### config.mk
export PLATFORM = sky130hd
export DESIGN_NAME = ext_bus_arbiter
export DESIGN_NICKNAME = d
export VERILOG_FILES = /design/src/rtl/bus_pkg.sv /design/src/rtl/ext_bus_arbiter.sv
export SDC_FILE = /design/constraint.sdc
export NUM_CORES = 1
export LEC_CHECK = 0
export ABC_AREA = 1
export CAP_MARGIN = 10
export CORE_MARGIN = 5
export CORE_UTILIZATION = 32
export CTS_BUF_LIST = sky130_fd_sc_hd__clkbuf_4 sky130_fd_sc_hd__clkbuf_8
export CTS_CLUSTER_DIAMETER = 60
export DETAILED_ROUTE_END_ITERATION = 7
export PLACE_DENSITY = 0.83
export SETUP_SLACK_MARGIN = 0.02
export SLEW_MARGIN = 20
export SYNTH_ARGS = -nofsm -noshare
export SYNTH_HDL_FRONTEND = slang
export SYNTH_SLANG_ARGS = --single-unit
### constraint.sdc
create_clock -name clk -period 2.35 [get_ports clk]
set_clock_uncertainty 0.1 [all_clocks]
set_input_delay 0.47 -clock clk [delete_from_list [all_inputs] [get_ports clk]]
set_output_delay 0.47 -clock clk [all_outputs]
set_load 0.02 [all_outputs]
### src/rtl/bus_pkg.sv
// Shared encodings for the external bus arbiter: owner codes and M-cycle phase.
package bus_pkg;

    localparam int OWNER_W = 2;

    typedef enum logic [OWNER_W-1:0] {
        OWNER_CPU  = 2'd0,
        OWNER_DMA  = 2'd1,
        OWNER_HDMA = 2'd2,
        OWNER_BAD  = 2'd3
    } owner_e;

    localparam logic [1:0] CT_LAST = 2'd3;

endpackage

### src/rtl/ext_bus_arbiter.sv
// External bus arbiter: CPU / OAM DMA / HDMA share WRAM, VRAM and cartridge,
// switching owner only on M-cycle boundaries.
//
// owner      | meaning
// -----------+----------------------------------------------------------
// OWNER_CPU  | CPU drives the bus; also the parked state when idle
// OWNER_DMA  | OAM DMA reads the bus; never writes
// OWNER_HDMA | HDMA drives the bus; yields one slot after MAX_HOLD waits
// OWNER_BAD  | unreachable encoding; behaves as CPU, cleared at boundary
module ext_bus_arbiter
    import bus_pkg::*;
#(
    parameter int MAX_HOLD = 16,
    parameter int HOLD_W   = 8
) (
    input  logic        clk,
    input  logic        rst_n,
    input  logic [1:0]  ct,
    input  logic        cpu_req,
    input  logic [15:0] cpu_a,
    input  logic        cpu_rd,
    input  logic        cpu_wr,
    input  logic [7:0]  cpu_dout,
    output logic        cpu_gnt,
    output logic        cpu_blocked,
    input  logic        dma_req,
    input  logic [15:0] dma_a,
    input  logic        dma_rd,
    output logic        dma_gnt,
    input  logic        hdma_req,
    input  logic        hdma_lock,
    input  logic [15:0] hdma_a,
    input  logic        hdma_rd,
    input  logic        hdma_wr,
    input  logic [7:0]  hdma_dout,
    output logic        hdma_gnt,
    output logic [15:0] a,
    output logic [7:0]  dout,
    output logic        rd,
    output logic        wr,
    output logic [1:0]  owner
);

    localparam logic [HOLD_W-1:0] MAX_HOLD_C = HOLD_W'(MAX_HOLD);

    owner_e            owner_q, owner_d;
    logic [HOLD_W-1:0] hold_q, hold_d;
    logic              boundary;

    function automatic owner_e select_owner(input logic dma, input logic hdma,
                                            input logic lock, input logic cpu,
                                            input logic at_max);
        if (dma)
            return OWNER_DMA;
        if (hdma && !(at_max && cpu && !lock))
            return OWNER_HDMA;
        return OWNER_CPU;
    endfunction

    assign boundary = (ct == CT_LAST);

    always_comb begin
        owner_d = owner_q;
        hold_d  = hold_q;
        if (boundary) begin
            owner_d = select_owner(dma_req, hdma_req, hdma_lock, cpu_req,
                                   hold_q == MAX_HOLD_C);
            // Counts HDMA slots the CPU sat through; DMA slots leave it alone.
            if (owner_d == OWNER_CPU)
                hold_d = '0;
            else if (owner_d == OWNER_HDMA && cpu_req && hold_q != MAX_HOLD_C)
                hold_d = hold_q + HOLD_W'(1);
        end
    end

    always_ff @(posedge clk or negedge rst_n) begin
        if (!rst_n) begin
            owner_q <= OWNER_CPU;
            hold_q  <= '0;
        end else begin
            owner_q <= owner_d;
            hold_q  <= hold_d;
        end
    end

    always_comb begin
        a        = cpu_a;
        dout     = cpu_dout;
        rd       = cpu_rd;
        wr       = cpu_wr;
        cpu_gnt  = 1'b1;
        dma_gnt  = 1'b0;
        hdma_gnt = 1'b0;
        case (owner_q)
            OWNER_DMA: begin
                a       = dma_a;
                dout    = 8'h00;
                rd      = dma_rd;
                wr      = 1'b0;
                cpu_gnt = 1'b0;
                dma_gnt = 1'b1;
            end
            OWNER_HDMA: begin
                a        = hdma_a;
                dout     = hdma_dout;
                rd       = hdma_rd;
                wr       = hdma_wr;
                cpu_gnt  = 1'b0;
                hdma_gnt = 1'b1;
            end
            default: ;
        endcase
    end

    assign cpu_blocked = cpu_req & ~cpu_gnt;
    assign owner       = owner_q;

endmodule

Yosys cells after proc, flatten, opt, wreduce, memory -nomap -nowiden
Cells that the tools add are included.
W data, S select, Z words.

storage, ports and cells
  register bits = 10
  input bits = 77
  output and inout bits = 32
  logic and storage cells = 40

operators by class
  $add $sub $neg = 1
  eq/ne operators = 6
  multiplexer cells = 19
  bitwise logic cells = 1
  reductions and logical operators = 11

operator list
  cell                   count
  $pmux W16 S2           1
  $mux W8                2
  $pmux W8 S2            1
  $mux W2                5
  $add A8 B1 Y8 const B  1
  $eq A8 B5 Y1 const B   1
  $mux W1                8
  $ne A8 B5 Y1 const B   1
  $eq A2 B2 Y1 const B   3
  $logic_and A1 B1 Y1    5
  $pmux W1 S2            2
  $eq A2 B1 Y1 const B   1
  $logic_not A1 Y1       2
  $logic_not A2 Y1       1
  $reduce_and A2 Y1      1
  $reduce_bool A2 Y1     1
  $reduce_or A2 Y1       1
  $and A1 B1 Y1          1

Depth between registers and ports, before layout
  word-level depth = 16
  depth in mapped cells = 12
  gate-level depth less buffers = 11

Worst setup path before layout
No wires, ideal clock.

  kind = flip-flop to output port
  from = register owner_q[0] (netlist: owner[0])
  to = output port a[0]
  arrival time = 1,730 ps
  data required time = 1,780 ps
  path slack = 50 ps
  cell stages (with the launch flop) = 8
  buffers on the path = 2
  path through = dfrtp_1 -> inv_1 -> ha_1 -> buf_2 -> clkinv_1 -> buf_2 -> nand3_1 -> nand3_1

on the way
  longest elaborated chain between the ends = 2
  elaborated cells between the ends (all ways) = 3
  those cells by class = eq/ne (2); mux (1)

ends and longest elaborated chain
  what                                          RTL line               text
  start, declared                               ext_bus_arbiter.sv:46  owner_e owner_q, owner_d;
  start signal, assigned                        ext_bus_arbiter.sv:81  owner_q <= owner_d;
  $eq A2 B2 Y1 or $eq A2 B1 Y1 (tied branches)  ext_bus_arbiter.sv:94  case (owner_q)
  $pmux W16 S2 *                                ext_bus_arbiter.sv:94
  end, declared                                 ext_bus_arbiter.sv:37  output logic [15:0] a,

Mark *: on every way between the ends. The rest lies on a longest branch, timed or not.

Worst setup path after layout
  from = register owner_q[0] (netlist: owner[0])
  to = output port a[1]

Same word-level chain as after synthesis.

==> metrics.md <==
| Metric | Value |
|---|---|
| Hold Vio Cnt, Final | `0` |
| Setup slack after layout | `99.1 ps` |
| Status | `complete, no violations` |
| Worst Hold Class | `in2async` |
| Placed cell count | `roughly 370` |
| Pwr dens | `481 mW/mm^2` |
| Post-CTS Setup Inserts | `0` |
| First-pass GRT wire length | `8040 microns` |
| IO buf count | `108` |
| Layout cells sized above 1 | `0.106` |
| Place WS | `-26.6 ps` |
| Seq/Total Area, Yosys | `0.211` |
| Die height | `70.9 microns` |
| GPL Wtd Cong | `just over 0.9` |
| Data required, critical path | `1780 ps` |
| Placed inst area | `0.00238 sq mm` |
| Flops & latches, synth | `10` |
| Commonest non-fill, non-tap cells in the layout | `clkdlybuf4s50_1 (79), nand3_1 (71), nand2_1 (70)` |
| Final Power | `1.14 mW` |
| CTS tree | `yes` |
| Initial Utilization | `0.327` |
| Net Sw Frac | `0.430` |
| Grt total ovfl | `0` |
| MaxCap Viol Count | `0` |
| Detailed Route WL | `about 5200 microns` |
| Layout Cells excl Fill | `369` |
| DR WL/cell | `14.2 microns` |
| CP max stage cell | `dfrtp_1` |
| Min Tclk post-route | `approximately 2300 ps` |
| Detailed Place HPWL | `4190 microns` |
| CP cell instances | `inv_1 -> ha_4 -> clkinv_2 -> buf_12 -> nand3_1 -> nand3_1 -> clkdlybuf4s15_1` |
| Crit path buf inv count | `4` |
| Final Max Slew Viols | `0` |
| Synth Instances | `214` |
| Via count | `1801` |
| Normalized max-slew margin | `0.691` |
| Comb pwr share | `0.662` |
| Core area | `0.00363 sq mm` |
| IO Pins | `~110` |
| Crit start category | `flop` |
| Clock Tree Root | `clkbuf_8` |
| Crit share post-route | `0.958` |
| Synthesized area | `0.00119 sq mm` |
| Clock power share | `0.162` |
| Syn Area/Cell | `~5.5 sq um` |
| CP max FO | `24` |
| DR pass1 iterations | `4` |
| Critical path's largest stage delay | `approximately 370 ps` |
| Mapped Nets | `295` |
| CP most frequent cell | `nand3_1` |
| Crit Path Category | `reg2out` |
| Cell area after layout | `0.00237 sq mm` |
| Area grow syn2layout | `99.8%` |
| Vias in the first global route | `~1.7k` |
| Antenna cells | `0` |
| Total CTS buffers | `3` |
| VDD IR-drop max | `between 200 and 300 uV` |
| H-tree Lvls | `1` |
| DR vias/cell | `4.88` |
| Clock Latency Late Sink | `between 200 and 300 ps` |
| Tot GR Track Use | `0.201` |
| Core Util, Final | `0.653` |
| CP arrival | `1680 ps` |
| Initial antenna violation count | `0` |
| Number of clock sinks | `10` |
| P_int | `650 uW` |
| Clock Path Buffers | `2` |
| Seq pwr share | `0.177` |
| RSZ-0062 raised after global routing | `false` |
| Leak | `1.20 nW` |
| Initial DRC count | `~110` |
| YS warnings | `0` |
| DRT antenna net count | `0` |
| CTS clk-pin slew, worst paths | `50 ps` |
| Least-Margin Pin Slew | `461 ps` |
| Setup crit end kind | `primary output` |
| Most common cell after layout, fill and taps aside | `clkdlybuf4s50_1` |
| Netlist cell types | `16` |
| Highest clock rate | `roughly 440 MHz` |
| Psw | `approximately 500 uW` |
| Final setup violation count | `0` |
| DRC violations left | `0` |
| Post-layout net count | `a little over 400` |
| Largest net degree at the start of global routing | `29` |
| DIE WIDTH | `just over 70 microns` |
| Full die area | `0.00503 sq mm` |
| Crit-path leading delay family | `buffers and inverters` |
| Row cnt | `22` |
[worst reg2reg max path: cells and delay by family, from the launching register on]
kind | cells | cell delay [ps]
flops | 1 | 390
fa+ha+maj | 1 | 210
buf+inv | 3 | 140
simple gates | 7 | 700
[synthesized netlist by cell type]
library cell | number | share of area
nand3_1 | 71 | 0.30
nand2_1 | 70 | 0.22
inv_1 | 23 | 0.073
nor2_1 | 12 | 0.038
dfrtp_1 | 10 | 0.21
buf_2 | 7 | 0.030
ha_1 | 4 | 0.042
clkbuf_1 | 3 | 0.0095
nand2_2 | 3 | 0.016
buf_1 | 2 | 0.0063
nor2_2 | 2 | 0.011
nor2_4 | 2 | 0.019
nor3_1 | 2 | 0.0084
a21oi_1 | 1 | 0.0042
buf_6 | 1 | 0.0095
clkinv_1 | 1 | 0.0032
[cell families (layout without fill, tap and decap cells)]
kind of cell / Yosys count / after routing / share of synthesized area
AND/OR/NAND/NOR: 162 / 162 / 0.612
buffers and inverters: 37 / 144 / 0.131
adder cells (fa/ha/maj): 4 / 4 / 0.0422
flip-flops: 10 / 10 / 0.211
AO/OA/AOI/OAI: 1 / 1 / 0.00421
[final timing paths]
path / start / to / slack (ps) / depth (start not counted)
min: rst_n / hold_q[1]$_DFFE_PN0P_ / 440 / 1
max: owner[0]$_DFFE_PN0P_ / a[1] / 100 / 7
min reg2reg: hold_q[7]$_DFFE_PN0P_ / hold_q[7]$_DFFE_PN0P_ / 450 / 3
max reg2reg: hold_q[0]$_DFFE_PN0P_ / hold_q[7]$_DFFE_PN0P_ / 720 / 11
min in group clk: hold_q[7]$_DFFE_PN0P_ / hold_q[7]$_DFFE_PN0P_ / 450 / 3
max in group asynchronous: rst_n / hold_q[6]$_DFFE_PN0P_ / 1390 / 1
[metal layers]
layer	wire length, microns	track usage	share of wire
met5	0	0	0
met4	235	0.119	0.045
met3	624	0.0540	0.12
met2	2390	0.336	0.46
met1	2000	0.227	0.38
[power groups by stage]
stage          Combinational (mW)  Clock [mW]  Sequential, mW
6_report                    0.754       0.184           0.201
5_1_grt                     0.809       0.194           0.203
4_1_cts                     0.758       0.185           0.200
3_5_place_dp                0.816           0           0.202
3_3_place_gp                0.809           0           0.202
2_1_floorplan               0.376           0           0.206
[flip-flops by register name, summed over array words and instances (netlist names)]
register  cells
owner         2
hold_q        8
[repair_timing]
| action | 4_1_cts | 5_1_grt |
|---|---|---|
| gates resized for setup | 32 | 32 |
| hold buffers | 0 | 0 |
| endpoints found under the setup margin | 29 | 26 |
[per-stage QoR]
step                hold slack, ps  setup TNS, ps
finish                         445              0
global route                   487              0
CTS                            448           -421
detailed placement             441          -53.4
global placement               424          -6.81
floorplan                     74.4              0
[final cells by class]
class | count | area (sq um)
Tap cell | 48 | 60.1
Multi-Input combinational cell | 167 | 795
Sequential cell | 10 | 250
Fill cell | 367 | 1260
Clock buffer | 3 | 41.3
Timing Repair Buffer | 117 | 1130
Inverter | 24 | 91.3
(Power assumes the default switching activity.)
